==> config.mk <==
export PLATFORM = sky130hd
export DESIGN_NAME = tile_loader
export DESIGN_NICKNAME = d
export VERILOG_FILES = /design/src/rtl/tinyml_load_pkg.sv /design/src/rtl/tile_packer.sv /design/src/rtl/tile_loader.sv
export SDC_FILE = /design/constraint.sdc
export NUM_CORES = 1
export LEC_CHECK = 0
export BUFFER_PORTS_ARGS = -buffer_cell sky130_fd_sc_hd__buf_2
export CAP_MARGIN = 20
export CORE_MARGIN = 2
export CORE_UTILIZATION = 52
export DETAILED_ROUTE_END_ITERATION = 7
export PLACE_DENSITY = 0.79
export SLEW_MARGIN = 40
export SYNTH_ARGS = -nofsm -noshare
export SYNTH_HDL_FRONTEND = slang
export SYNTH_SLANG_ARGS = --single-unit
==> constraint.sdc <==
create_clock -name clk -period 23.8 [get_ports clk]
set_input_delay 2.38 -clock clk [delete_from_list [all_inputs] [get_ports clk]]
set_output_delay 2.38 -clock clk [all_outputs]
set_load 0.02 [all_outputs]
==> src/rtl/tinyml_load_pkg.sv <==
// Shared types and sizing helpers for the tile loader: FSM state encoding,
// beats-per-tile and tiles-per-row arithmetic.
package tinyml_load_pkg;

    typedef enum logic [2:0] {
        ST_IDLE   = 3'd0,
        ST_PRIME  = 3'd1,
        ST_READ   = 3'd2,
        ST_OUTPUT = 3'd3,
        ST_DONE   = 3'd4
    } load_state_e;

    function automatic int calc_beats(input int tile_width, input int bus_bytes);
        return tile_width / (bus_bytes * 8);
    endfunction

    // Ceiling division; row_bytes stays below 2^23, so the sum cannot overflow.
    function automatic logic [31:0] calc_tiles(input logic [31:0] row_bytes,
                                               input int tile_bytes);
        return (row_bytes + 32'(tile_bytes) - 32'd1) / 32'(tile_bytes);
    endfunction

endpackage

==> src/rtl/tile_packer.sv <==
// Inserts one memory beat into the tile register. Bytes past the end of the row
// are zero-filled, and the lowest-address byte of each beat goes most significant.
module tile_packer
    import tinyml_load_pkg::*;
#(
    parameter int TILE_WIDTH = 256,
    parameter int BUS_BYTES  = 4,
    parameter int CW         = 3
) (
    input  logic                    clk,
    input  logic                    rst,
    input  logic                    cap_en,
    input  logic [CW-1:0]           cap_idx,
    input  logic [31:0]             beat_off,
    input  logic [31:0]             row_bytes,
    input  logic [BUS_BYTES*8-1:0]  mem_rdata,
    output logic [TILE_WIDTH-1:0]   tile_data
);

    localparam int BUS_W = BUS_BYTES * 8;

    logic [BUS_W-1:0] masked;

    // mem_rdata carries the byte at the beat address in lane 0 (bits 7:0).
    always_comb begin
        masked = '0;
        for (int i = 0; i < BUS_BYTES; i++) begin
            if (beat_off + 32'(i) < row_bytes) begin
                masked[BUS_W-1-8*i -: 8] = mem_rdata[8*i +: 8];
            end
        end
    end

    always_ff @(posedge clk or posedge rst) begin
        if (rst) begin
            tile_data <= '0;
        end else if (cap_en) begin
            tile_data[TILE_WIDTH-1-int'(cap_idx)*BUS_W -: BUS_W] <= masked;
        end
    end

endmodule

==> src/rtl/tile_loader.sv <==
// Walks a strided 2-D region of external memory and emits it as fixed-width
// tiles, one row at a time, zero-filling past the end of each row.
module tile_loader
    import tinyml_load_pkg::*;
#(
    parameter int TILE_WIDTH = 256,
    parameter int DATA_WIDTH = 8,
    parameter int BUS_BYTES  = 4,
    parameter int ADDR_WIDTH = 24
) (
    input  logic                    clk,
    input  logic                    rst,
    input  logic                    cmd_valid,
    output logic                    cmd_ready,
    input  logic [ADDR_WIDTH-1:0]   cmd_addr,
    input  logic [19:0]             cmd_length,
    input  logic [11:0]             cmd_rows,
    input  logic [ADDR_WIDTH-1:0]   cmd_stride,
    input  logic                    abort,
    output logic                    mem_rd_en,
    output logic [ADDR_WIDTH-1:0]   mem_addr,
    input  logic [BUS_BYTES*8-1:0]  mem_rdata,
    output logic [TILE_WIDTH-1:0]   tile_data,
    output logic                    tile_valid,
    input  logic                    tile_ready,
    output logic                    tile_last,
    output logic                    done,
    output logic                    busy,
    output load_state_e             dbg_state
);

    localparam int BEATS      = calc_beats(TILE_WIDTH, BUS_BYTES);
    localparam int TILE_BYTES = TILE_WIDTH / 8;
    localparam int CW         = (BEATS > 1) ? $clog2(BEATS) : 1;
    localparam logic [ADDR_WIDTH-1:0] ALIGN_MASK = ~ADDR_WIDTH'(BUS_BYTES - 1);

    load_state_e           state, state_n;
    logic [ADDR_WIDTH-1:0] rd_addr, row_base, stride_q;
    logic [11:0]           rows_q, row_cnt;
    logic [31:0]           row_bytes, tiles_q, tile_cnt, tile_off;
    logic [CW-1:0]         cap_cnt;
    logic                  cap_en, accept, out_hs;
    logic                  last_tile_of_row, last_row;
    logic [31:0]           row_bytes_in;

    // Handshakes: a transfer happens on a rising clk edge where valid and ready
    // are both high; the offering side holds its payload stable until then.
    assign accept           = (state == ST_IDLE) && cmd_valid;
    assign out_hs           = (state == ST_OUTPUT) && tile_ready && !abort;
    assign last_tile_of_row = (tile_cnt == tiles_q - 32'd1);
    assign last_row         = (row_cnt == rows_q - 12'd1);
    assign row_bytes_in     = 32'(cmd_length) * 32'(DATA_WIDTH / 8);

    always_comb begin
        state_n   = state;
        mem_rd_en = 1'b0;
        cap_en    = 1'b0;
        case (state)
            ST_IDLE: begin
                if (cmd_valid) begin
                    state_n = (cmd_length == '0 || cmd_rows == '0) ? ST_DONE : ST_PRIME;
                end
            end
            ST_PRIME: begin
                mem_rd_en = 1'b1;
                state_n   = ST_READ;
            end
            ST_READ: begin
                cap_en = 1'b1;
                if (cap_cnt == CW'(BEATS - 1)) begin
                    state_n = ST_OUTPUT;
                end else begin
                    mem_rd_en = 1'b1;
                end
            end
            ST_OUTPUT: begin
                if (tile_ready) begin
                    state_n = (last_tile_of_row && last_row) ? ST_DONE : ST_PRIME;
                end
            end
            ST_DONE: state_n = ST_IDLE;
            default: state_n = ST_IDLE;
        endcase
        // Abort wins over everything, including a same-cycle tile handshake.
        if (abort && state != ST_IDLE) begin
            state_n   = ST_IDLE;
            mem_rd_en = 1'b0;
            cap_en    = 1'b0;
        end
    end

    always_ff @(posedge clk or posedge rst) begin
        if (rst) begin
            state     <= ST_IDLE;
            rd_addr   <= '0;
            row_base  <= '0;
            stride_q  <= '0;
            rows_q    <= '0;
            row_cnt   <= '0;
            row_bytes <= '0;
            tiles_q   <= '0;
            tile_cnt  <= '0;
            tile_off  <= '0;
            cap_cnt   <= '0;
        end else begin
            state <= state_n;
            if (accept) begin
                rd_addr   <= cmd_addr & ALIGN_MASK;
                row_base  <= cmd_addr & ALIGN_MASK;
                stride_q  <= cmd_stride & ALIGN_MASK;
                rows_q    <= cmd_rows;
                row_cnt   <= '0;
                row_bytes <= row_bytes_in;
                tiles_q   <= calc_tiles(row_bytes_in, TILE_BYTES);
                tile_cnt  <= '0;
                tile_off  <= '0;
            end
            if (mem_rd_en) begin
                rd_addr <= rd_addr + ADDR_WIDTH'(BUS_BYTES);
            end
            if (state == ST_PRIME) begin
                cap_cnt <= '0;
            end else if (cap_en) begin
                cap_cnt <= cap_cnt + CW'(1);
            end
            // Within a row rd_addr already points at the next tile; a new row
            // restarts from the previous row base plus stride.
            if (out_hs && !(last_tile_of_row && last_row)) begin
                if (last_tile_of_row) begin
                    row_base <= row_base + stride_q;
                    rd_addr  <= row_base + stride_q;
                    row_cnt  <= row_cnt + 12'd1;
                    tile_cnt <= '0;
                    tile_off <= '0;
                end else begin
                    tile_cnt <= tile_cnt + 32'd1;
                    tile_off <= tile_off + 32'(TILE_BYTES);
                end
            end
        end
    end

    tile_packer #(
        .TILE_WIDTH (TILE_WIDTH),
        .BUS_BYTES  (BUS_BYTES),
        .CW         (CW)
    ) u_packer (
        .clk       (clk),
        .rst       (rst),
        .cap_en    (cap_en),
        .cap_idx   (cap_cnt),
        .beat_off  (tile_off + 32'(cap_cnt) * 32'(BUS_BYTES)),
        .row_bytes (row_bytes),
        .mem_rdata (mem_rdata),
        .tile_data (tile_data)
    );

    assign mem_addr   = rd_addr;
    assign cmd_ready  = (state == ST_IDLE);
    assign busy       = (state != ST_IDLE);
    assign tile_valid = (state == ST_OUTPUT);
    assign tile_last  = (state == ST_OUTPUT) && last_tile_of_row && last_row;
    assign done       = (state == ST_DONE) && !abort;
    assign dbg_state  = state;

endmodule

==> results.toml <==
[setup_path]
critical_path_arrival_ns = 4.12
startpoint_type = "input pin"
cp.required_ns = 21.42
rrSetupSlack_ns = 19.79
r2r-end = "mem_addr[13]"
ff2ff_path_depth = 10
worstSetupPathType = "input pin to output port"
path_max_fanout = 18
regToRegStartpoint = "cap_cnt[0]"
crit_path_end_kind = "output port"

[place]
port_buffers = 401
placed_area_sq_um = 25450
globalplace.congestion = 0.9188
dp_slack_ns = 17.45
dp.cells = 3216
dp_hpwl_mm = 50.61

[routing]
drtIter0Drc = 1941
antenna_left = 0
firstDrtPassIters = 8
wl_mm = 69.90
vias_per_cell = 6.170
drc_errors = 0
vias = 20379
wire_per_inst_um = 21.16

[clock_network]
cts_root_buffer = "clkbuf_16"
cts.sinks = 451
cts_resized = 0
cts_tree = "done"
numCtsBuffers = 48
cts_setup_buffers = 0
htree_levels = 2
clk_pin_slew_ns = 0.06
clk_path_buf_depth = 3
clk_latency_ns = 0.59
hold_buffers = 0

[timing]
worst_slew_pin_slew_ns = 0.8510
setup_ws_ns = 17.30
clock_skew_ns = 0.02465
drv_slew = 0
fin_crit_ns = 6.498
setup_violations = 0
finalCritPeriodShare_pct = 27.30
finalHoldViolCount = 0
fmax_mhz = 153.9
fin_tns_setup_ns = 0
rsz0062_at_grt = "false"
holdWs_ns = 0.4526
slew_headroom_pct = 43.15

[floorplanning]
fp.dieArea_sq_um = 46240
die_h_um = 215.0
die_w_um = 215.0
io_pins = 406
core_region_area_sq_um = 44120
num_rows = 77
initial_utilization_pct = 52.48

[global_route]
antenna_found_initial = 5
grt_pass1_wl_mm = 110.1
grt-ovfl-total = 0
track_usage_pct = 29.63
grt_pass1_vias = 19523
grt_max_degree = 127

[final_layout]
final_core_util_pct = 61.52
fillers = 3606
layout_common_cells = "451 x dfrtp_1, 401 x buf_2, 377 x nand2_1"
multi_input_area_sq_um = 11050
layout_commonest_cell = "dfrtp_1"
fin_nets = 2877
area_growth_pct = 17.21
final-instance-count-excl-fill = 3303
drive_gt1_share_pct = 20.78
regArea_sq_um = 11290
final_cell_area_sq_um = 27140

[power]
p_sw_share_pct = 38.09
p_comb_share_pct = 35.8
power_frac_clock_pct = 27.7
power.total_mw = 2.860
p_leak_nw = 13.55
ir_worst_vdd_mv = 0.09143
p_int_mw = 1.770
p_sw_mw = 1.089
power_frac_seq_pct = 36.6
power_density_nw_per_um2 = 105.4

[synthesis]
syn-cell-area_sq_um = 23160
syn_inst = 2358
seq_area_frac_synth_pct = 48.74
avgSynthCellArea_sq_um = 9.821
ys.flop_type = "dfrtp_1"
ys_seq_elements = 451
ys_types = 81
ys_async_sr_fraction_pct = 100.0
yosys_warnings = 0
syn_nets = 2561
synth_edf_count = 0

[min_path]
hold_start = "tile_off[31]"
hold_class = "flip-flop to flip-flop"
hold_depth = 1
min_to = "tile_off[31]"

[flow_run]
drv_cap = 0

[run_status]
outcome = "finished, final reports clean"
-- cell usage after synthesis (5+ instances only) --
library cell | instances | area (sq um)
a31oi_1 | 53 | 331.6
nor4_4 | 11 | 234.0
nor2_1 | 71 | 266.5
buf_4 | 7 | 52.55
nand2_1 | 378 | 1419
nor4_1 | 15 | 93.84
nand4_1 | 26 | 162.7
and4_1 | 12 | 105.1
nand4_2 | 5 | 62.56
or2_2 | 6 | 37.54
a21o_1 | 17 | 127.6
buf_2 | 25 | 125.1
and2_1 | 12 | 75.07
nor3_1 | 28 | 140.1
o221ai_1 | 10 | 87.58
o21a_1 | 19 | 142.6
xnor2_1 | 51 | 446.7
or3_1 | 8 | 50.05
or4_1 | 13 | 97.59
nor2b_1 | 37 | 231.5
ha_1 | 85 | 1064
o21ai_1 | 13 | 65.06
a22o_1 | 178 | 1559
buf_1 | 22 | 82.58
xor2_1 | 47 | 411.6
clkbuf_1 | 96 | 360.4
o211ai_1 | 17 | 127.6
a21oi_1 | 91 | 455.4
nand2b_1 | 23 | 143.9
nor3_2 | 15 | 150.1
a311o_1 | 6 | 60.06
and3_1 | 34 | 212.7
a211oi_1 | 8 | 60.06
nand3_1 | 76 | 380.4
mux2i_1 | 33 | 330.3
inv_1 | 54 | 202.7
a41oi_1 | 7 | 61.31
dfrtp_1 | 451 | 11290
o21ai_0 | 220 | 1101
-- registers in the layout (all words and copies together) (netlist names) --
register and count:
tiles_q 16, row_bytes 20, row_cnt 12, row_base 24
cap_cnt 3, stride_q 22, mem_addr 24, u_packer.tile_data 256
dbg_state 3, rows_q 12, tile_cnt 32, tile_off 27
-- cells by family after synthesis --
family | count (synthesis) | synth area share, %
multiplexers | 37 | 1.621
flip-flops | 451 | 48.74
buffers and inverters | 211 | 3.782
XOR/XNOR | 98 | 3.706
adder cells (fa/ha/maj) | 86 | 4.679
AND/OR/NAND/NOR | 791 | 17.50
AO/OA/AOI/OAI | 683 | 19.96
other | 1 | 0.01619
-- power by group through the flow --
| stage | combinational (mW) | clock, mW | sequential, mW |
|---|---|---|---|
| after floorplan | 0.685 | 0 | 1.09 |
| after global placement | 0.968 | 0 | 1.04 |
| after detailed placement | 1.00 | 0 | 1.05 |
| after CTS | 1.01 | 0.800 | 1.04 |
| after global routing | 1.13 | 0.829 | 1.06 |
| final | 1.02 | 0.791 | 1.05 |
-- worst max path at each step --
stage / start / to / slack [ns]
2_1_floorplan: rst / cap_cnt[0] / 8.85
3_3_place_gp: abort / mem_rd_en / 17.48
3_5_place_dp: abort / mem_rd_en / 17.45
4_1_cts: abort / mem_rd_en / 17.43
5_1_grt: abort / mem_rd_en / 17.24
6_report: abort / mem_rd_en / 17.30
-- routing by layer --
metal	vias up	track usage [%]	routed length, um
li1	9154	-	-
met1	10108	40.31	29270
met2	955	48.23	33110
met3	156	4.841	5233
met4	6	10.62	2248
met5	-	0	41
-- cell type report --
type / instances / area share (%)
sequential: 451 / 41.58
multi-input combinational: 1696 / 40.70
timing repair buffer: 422 / 8.058
clock buffer: 64 / 4.978
tap: 592 / 2.729
clock inverter: 21 / 1.134
inverter: 55 / 0.8067
antenna: 2 / 0.01844
-- worst max-delay path, stage by stage --
cell      delay [ns]
buf_2           0.22
nor2_1          0.08
nand2_1         0.42
clkinv_1        0.65
buf_2           0.36
No activity file was read; power rests on OpenSTA's default activity.
